### src/rtl/uart_pkg.sv
// Shared types and helpers for the extended UART receiver.
// The state enum, parity mode codes and the 3-sample majority vote live here.
package uart_pkg;

  typedef enum logic [2:0] {
    IDLE   = 3'd0,
    START  = 3'd1,
    DATA   = 3'd2,
    PARITY = 3'd3,
    STOP   = 3'd4
  } rx_state_t;

  localparam int PARITY_NONE = 0;
  localparam int PARITY_EVEN = 1;
  localparam int PARITY_ODD  = 2;

  function automatic logic majority3(input logic a, input logic b, input logic c);
    return (a & b) | (a & c) | (b & c);
  endfunction

endpackage

### src/rtl/uart_sync.sv
// Multi-flop synchroniser for the asynchronous rx pin.
// Resets to 1 so that the line looks idle while reset is applied.
module uart_sync
  import uart_pkg::*;
#(
  parameter int SYNC_STAGES = 2
) (
  input  logic clk,
  input  logic rstn,
  input  logic d,
  output logic q
);

  logic [SYNC_STAGES-1:0] chain;

  // Shift the raw pin through the flop chain
  always_ff @(posedge clk or negedge rstn) begin
    if (!rstn) begin
      chain <= {SYNC_STAGES{1'b1}};
    end else begin
      chain <= {chain[SYNC_STAGES-2:0], d};
    end
  end

  assign q = chain[SYNC_STAGES-1];

endmodule

### src/rtl/uart_rx_ext.sv
// Parametrised UART receiver: majority-voted bit sampling, optional parity,
// 1 or 2 stop bits, and a valid/ready output register with error reporting.
module uart_rx_ext
  import uart_pkg::*;
#(
  parameter int CLOCKS_PER_PULSE = 5208,
  parameter int BITS_PER_WORD    = 8,
  parameter int PARITY_MODE      = 0,
  parameter int STOP_BITS        = 1,
  parameter int SYNC_STAGES      = 2
) (
  input  logic                     clk,
  input  logic                     rstn,
  input  logic                     rx,
  input  logic                     m_ready,
  output logic                     m_valid,
  output logic [BITS_PER_WORD-1:0] m_data,
  output logic                     m_parity_err,
  output logic                     m_frame_err,
  output logic                     m_overrun
);

  localparam int HALF = CLOCKS_PER_PULSE / 2;
  localparam int CW   = $clog2(CLOCKS_PER_PULSE);
  localparam int BW   = ($clog2(BITS_PER_WORD) > 0) ? $clog2(BITS_PER_WORD) : 1;

  localparam logic [CW-1:0] C_S0   = CW'(HALF - 1);
  localparam logic [CW-1:0] C_S1   = CW'(HALF);
  localparam logic [CW-1:0] C_MID  = CW'(HALF + 1);
  localparam logic [CW-1:0] C_LAST = CW'(CLOCKS_PER_PULSE - 1);
  localparam logic [BW-1:0] B_LAST = BW'(BITS_PER_WORD - 1);
  localparam logic [BW-1:0] S_LAST = BW'(STOP_BITS - 1);
  localparam logic          ODD_EXPECT = (PARITY_MODE == PARITY_ODD) ? 1'b1 : 1'b0;

  logic                     rxs;
  rx_state_t                state, state_nx;
  logic [CW-1:0]            c_clocks, c_clocks_nx;
  logic [BW-1:0]            c_bits, c_bits_nx;
  logic [BITS_PER_WORD-1:0] shift_reg, shift_nx;
  logic [1:0]               samp, samp_nx;
  logic                     par_err, par_err_nx;
  logic                     frm_err, frm_err_nx;
  logic                     commit;
  logic                     maj;
  logic                     at_mid;
  logic                     period_end;

  uart_sync #(.SYNC_STAGES(SYNC_STAGES)) u_sync (
    .clk  (clk),
    .rstn (rstn),
    .d    (rx),
    .q    (rxs)
  );

  assign maj        = majority3(samp[0], samp[1], rxs);
  assign at_mid     = (c_clocks == C_MID);
  assign period_end = (c_clocks == C_LAST);

  // Frame state and datapath registers
  always_ff @(posedge clk or negedge rstn) begin
    if (!rstn) begin
      state     <= IDLE;
      c_clocks  <= {CW{1'b0}};
      c_bits    <= {BW{1'b0}};
      shift_reg <= {BITS_PER_WORD{1'b0}};
      samp      <= 2'b00;
      par_err   <= 1'b0;
      frm_err   <= 1'b0;
    end else begin
      state     <= state_nx;
      c_clocks  <= c_clocks_nx;
      c_bits    <= c_bits_nx;
      shift_reg <= shift_nx;
      samp      <= samp_nx;
      par_err   <= par_err_nx;
      frm_err   <= frm_err_nx;
    end
  end

  // Next-state, bit timing and per-frame capture
  always_comb begin
    state_nx    = state;
    c_clocks_nx = period_end ? {CW{1'b0}} : c_clocks + CW'(1);
    c_bits_nx   = c_bits;
    shift_nx    = shift_reg;
    samp_nx     = samp;
    par_err_nx  = par_err;
    frm_err_nx  = frm_err;
    commit      = 1'b0;

    if (c_clocks == C_S0) begin
      samp_nx[0] = rxs;
    end else begin
      samp_nx[0] = samp[0];
    end
    if (c_clocks == C_S1) begin
      samp_nx[1] = rxs;
    end else begin
      samp_nx[1] = samp[1];
    end

    case (state)
      IDLE: begin
        c_clocks_nx = {CW{1'b0}};
        c_bits_nx   = {BW{1'b0}};
        if (!rxs) begin
          state_nx   = START;
          par_err_nx = 1'b0;
          frm_err_nx = 1'b0;
        end else begin
          state_nx = IDLE;
        end
      end
      START: begin
        if (at_mid && maj) begin
          state_nx    = IDLE;
          c_clocks_nx = {CW{1'b0}};
        end else if (period_end) begin
          state_nx  = DATA;
          c_bits_nx = {BW{1'b0}};
        end else begin
          state_nx = START;
        end
      end
      DATA: begin
        if (at_mid) begin
          shift_nx = {maj, shift_reg[BITS_PER_WORD-1:1]};
        end else begin
          shift_nx = shift_reg;
        end
        if (period_end && (c_bits == B_LAST)) begin
          state_nx  = (PARITY_MODE != PARITY_NONE) ? PARITY : STOP;
          c_bits_nx = {BW{1'b0}};
        end else if (period_end) begin
          c_bits_nx = c_bits + BW'(1);
        end else begin
          c_bits_nx = c_bits;
        end
      end
      PARITY: begin
        if (at_mid) begin
          par_err_nx = ((^shift_reg) ^ maj) != ODD_EXPECT;
        end else begin
          par_err_nx = par_err;
        end
        if (period_end) begin
          state_nx  = STOP;
          c_bits_nx = {BW{1'b0}};
        end else begin
          state_nx = PARITY;
        end
      end
      STOP: begin
        if (at_mid && !maj) begin
          frm_err_nx = 1'b1;
        end else begin
          frm_err_nx = frm_err;
        end
        // Commit mid-way through the last stop bit to leave resync margin
        if (at_mid && (c_bits == S_LAST)) begin
          commit      = 1'b1;
          state_nx    = IDLE;
          c_clocks_nx = {CW{1'b0}};
        end else if (period_end) begin
          c_bits_nx = c_bits + BW'(1);
        end else begin
          state_nx = STOP;
        end
      end
      default: begin
        state_nx    = IDLE;
        c_clocks_nx = {CW{1'b0}};
      end
    endcase
  end

  // Output register with valid/ready handshake and overrun pulse
  always_ff @(posedge clk or negedge rstn) begin
    if (!rstn) begin
      m_valid      <= 1'b0;
      m_data       <= {BITS_PER_WORD{1'b0}};
      m_parity_err <= 1'b0;
      m_frame_err  <= 1'b0;
      m_overrun    <= 1'b0;
    end else begin
      m_overrun <= 1'b0;
      if (commit && (!m_valid || m_ready)) begin
        m_valid      <= 1'b1;
        m_data       <= shift_reg;
        m_parity_err <= par_err;
        m_frame_err  <= frm_err_nx;
      end else if (commit) begin
        m_overrun <= 1'b1;
      end else if (m_valid && m_ready) begin
        m_valid <= 1'b0;
      end else begin
        m_valid <= m_valid;
      end
    end
  end

endmodule

### config.mk
export PLATFORM = sky130hd
export DESIGN_NAME = uart_rx_ext
export DESIGN_NICKNAME = d
export VERILOG_FILES = /design/src/rtl/uart_pkg.sv /design/src/rtl/uart_sync.sv /design/src/rtl/uart_rx_ext.sv
export SDC_FILE = /design/constraint.sdc
export NUM_CORES = 1
export LEC_CHECK = 0
export ABC_AREA = 1
export CAP_MARGIN = 10
export CORE_UTILIZATION = 40
export DETAILED_ROUTE_END_ITERATION = 10
export GPL_ROUTABILITY_DRIVEN = 0
export SYNTH_ARGS = -nofsm -noshare
export SYNTH_HDL_FRONTEND = slang
export SYNTH_SLANG_ARGS = --single-unit
export TNS_END_PERCENT = 20
### constraint.sdc
create_clock -name clk -period 2.6 [get_ports clk]
set_input_delay 0.52 -clock clk [delete_from_list [all_inputs] [get_ports clk]]
set_output_delay 0.52 -clock clk [all_outputs]
set_load 0.01 [all_outputs]
==> qor.txt <==
status - finished, final reports clean
critical register-to-register path startpoint - c_clocks[5]
cell at the root of the clock tree - clkbuf_8
clock latency on the worst-skew pair - 310 ps
synthesized-area fraction occupied by xor and xnor cells - 0.00982
number of maximum-capacitance constraint violations - 0
maximum clock insertion buffer count - 2
count of distinct cell types in the synthesized netlist - 32
required time at the endpoint of the critical path - 2800 ps
endpoints failing hold - 0
fin. max-slew vios - 0
synthesized netlist net count - 381
Total Power - 1.20 mW
number of filler instances in the final layout - 660
vias in the first global route - 2170
Lkg Pwr - 1.53 nW
sequential element share of the synthesized area - 0.422
area fraction of the dominant cell type after synthesis - 0.402
worst clock skew - 9.93 ps
maximum clock frequency - 490 MHz
most frequently used flop master after synthesis - dfrtp_1
register-to-register setup slack - 560 ps
wire per inst - 12.6 µm
Antenna diodes - 0
synthesized-area fraction occupied by adder cells - 0.0281
number of cells upsized or downsized after cts - 0
largest incremental delay on the critical path - 460 ps
unrepaired setup endpoints after global routing - no
Via Count - 2325
async set-or-reset flop fraction in the synthesized netlist - 1.00
global route total overflow - 0
GRT Resource Usage Total - 0.182
Syn. warnings - 0
post-synthesis instance area - 0.00268 mm²
clock buffers created by TritonCTS - 5
count of clock tree sinks - 45
synthesis-stage register bit count - 45
number of H-tree levels - 2
total detailed-routing wirelength - 5.92 mm
Avg Inst Size Synth - 7.21 µm²
cell count after synthesis - 371
R2R depth - 8
number of buffers inserted to repair setup after CTS - 0
area of the die - 0.00702 mm²
total core area - 0.00639 mm²
Clock Pin Slew Worst Setup and Hold Paths - 90 ps
global-route wire length before repair - 10.0 mm
Std-Cell Rows - 29
layout cell share with drive strength beyond 1 - 0.0969
Synth top cells by count - 129 x nand2_1, 49 x inv_1, 43 x dfrtp_1
# port buffers - 15
master of the slowest instance on the critical path - dfrtp_1
mux share of post-synthesis cell area - 0
final setup TNS - 0 ps
count of endpoints failing setup in the final report - 0
crit-path max FO - 13
Simple-Gate Fraction of Synth Area - 0.386
worst slew margin relative to its limit - 0.497
FF+latch area - 0.00113 mm²
largest net degree at the start of global routing - 23
dominant combinational cell family by area after synthesis - simple AND/OR/NAND/NOR gates
footprint of the multi-input gates - 0.00131 mm²
via-per-instance ratio - 4.96
Die W - 83.8 µm
leading cell type by number of instances after synthesis - nand2_1
startpoint class of the critical path - flip-flop
start point of the critical path - c_clocks[5]
Crit path max-delay family - simple AND/OR/NAND/NOR gates
main area contributors after synthesis - dfrtp_1 40%, nand2_1 18%, nand3_1 7.9%, inv_1 6.9%, nor2_1 3.6%
CTS tree - done
WP buf/inv - 2
power density cells - 400 mW/mm²
I/O pins - 16
number of enable-type register cells in the synthesized netlist - 0
number of flip-flops in the largest register - 13
crit share post-route - 0.785
Critical Path AT - 2240 ps
die outline height - 83.8 µm
count of unresolved DRC violations after routing - 0
crit path capture type - flip-flop
hold buffer count at CTS - 0
terminus of the critical flop-to-flop path - c_clocks[4]
effective utilization at floorplan - 0.419
Area Overhead vs Synth - 12.3%
cell type with the largest total area after synthesis - dfrtp_1
Final Net Count - 401
min cycle time layout - 2040 ps
critical path class - flip-flop to flip-flop
final HPWL from detailed placement - 4.41 mm
antenna viol nets, final - 0
1st-iter DRT viols - 117
worst vdd rail ir drop - 194 µV
cell-by-cell listing of the critical path - inv_1 > nand2_1 > nor3_1 > nand2_1 > inv_1 > nor2_1 > nand3_1 > nand3_1
transition time at the pin with the least slew margin - 751 ps
area fraction in compound gates after synthesis - 0.0640
number of search-and-repair iterations in the first detailed-routing pass - 4
number of antenna violations at the first check in global routing - 0
class of the most critical hold timing path - input port to asynchronous set/reset pin
-- worst max-delay path by stage --
stage / to / slack, ps / cells past startpoint
2_1_floorplan: shift_reg[4] / 1140 / 8
3_3_place_gp: c_clocks[4] / 650 / 8
3_5_place_dp: c_clocks[4] / 640 / 8
4_1_cts: c_clocks[4] / 630 / 8
5_1_grt: c_clocks[4] / 450 / 8
6_report: c_clocks[4] / 560 / 8
-- worst reg2reg max path, cell delays in order, from the launching register on --
cell and delay (ps):
dfrtp_1 460, inv_1 140, nand2_1 80, nor3_1 410, nand2_1 420, inv_1 180
nor2_1 90, nand3_1 70, nand3_1 80
-- metrics by stage --
stage	instance area [µm²]	hold WS [ps]	utilization	setup WS, ps	instances
after global routing	3010	221	0.471	450	469
after CTS	3010	192	0.471	625	469
after global placement	2900	346	0.455	648	461
final	3010	172	0.471	560	469
after floorplan	2680	224	-	1140	371
after detailed placement	2900	347	0.455	641	461
-- layout make-up --
cell class              count  share of cell area
repair buffers             18              0.0558
clock inverters             1             0.00167
clock buffers               7              0.0321
flip-flops and latches     45               0.376
multi-input cells         266               0.434
inverters                  55              0.0687
well taps                  77              0.0321
-- kinds of logic (layout without fill, tap and decap cells) --
| group | after synthesis | in the layout |
|---|---|---|
| simple gates | 228 | 228 |
| compound gates | 29 | 29 |
| fa+ha+maj | 6 | 6 |
| flops | 45 | 45 |
| xor+xnor | 3 | 3 |
| buf+inv | 60 | 81 |
-- layout by cell type (no fill, tap or decap), types with 2 or more instances in the layout --
cell and instances:
clkbuf_8 7, nor2_2 3, inv_2 5, o21ai_0 16, nand4_1 9, nor3_1 4
nand2_1 129, xor2_1 3, dfrtp_1 43, nor2_4 3, dfstp_2 2, a31oi_1 5
o21ai_2 2, ha_1 6, nand3_1 42, inv_1 49, o211ai_1 3, buf_4 3
nand4_2 2, clkdlybuf4s50_1 14, nand2_2 3, nor2_1 26, or2_2 2
-- layer usage --
layer	up-vias	GRT usage	share of wire
li1	1214	-	-
met4	0	0.0555	0.014
met3	6	0.0366	0.048
met1	1052	0.262	0.50
met5	-	0	0
met2	53	0.276	0.44
-- power breakdown --
group          leakage, nW  switching, mW  internal (mW)
registers            0.607        0.00106          0.702
logic                0.868         0.0146        0.00520
clock network       0.0542          0.239          0.240
No activity file was read; power rests on OpenSTA's default activity.
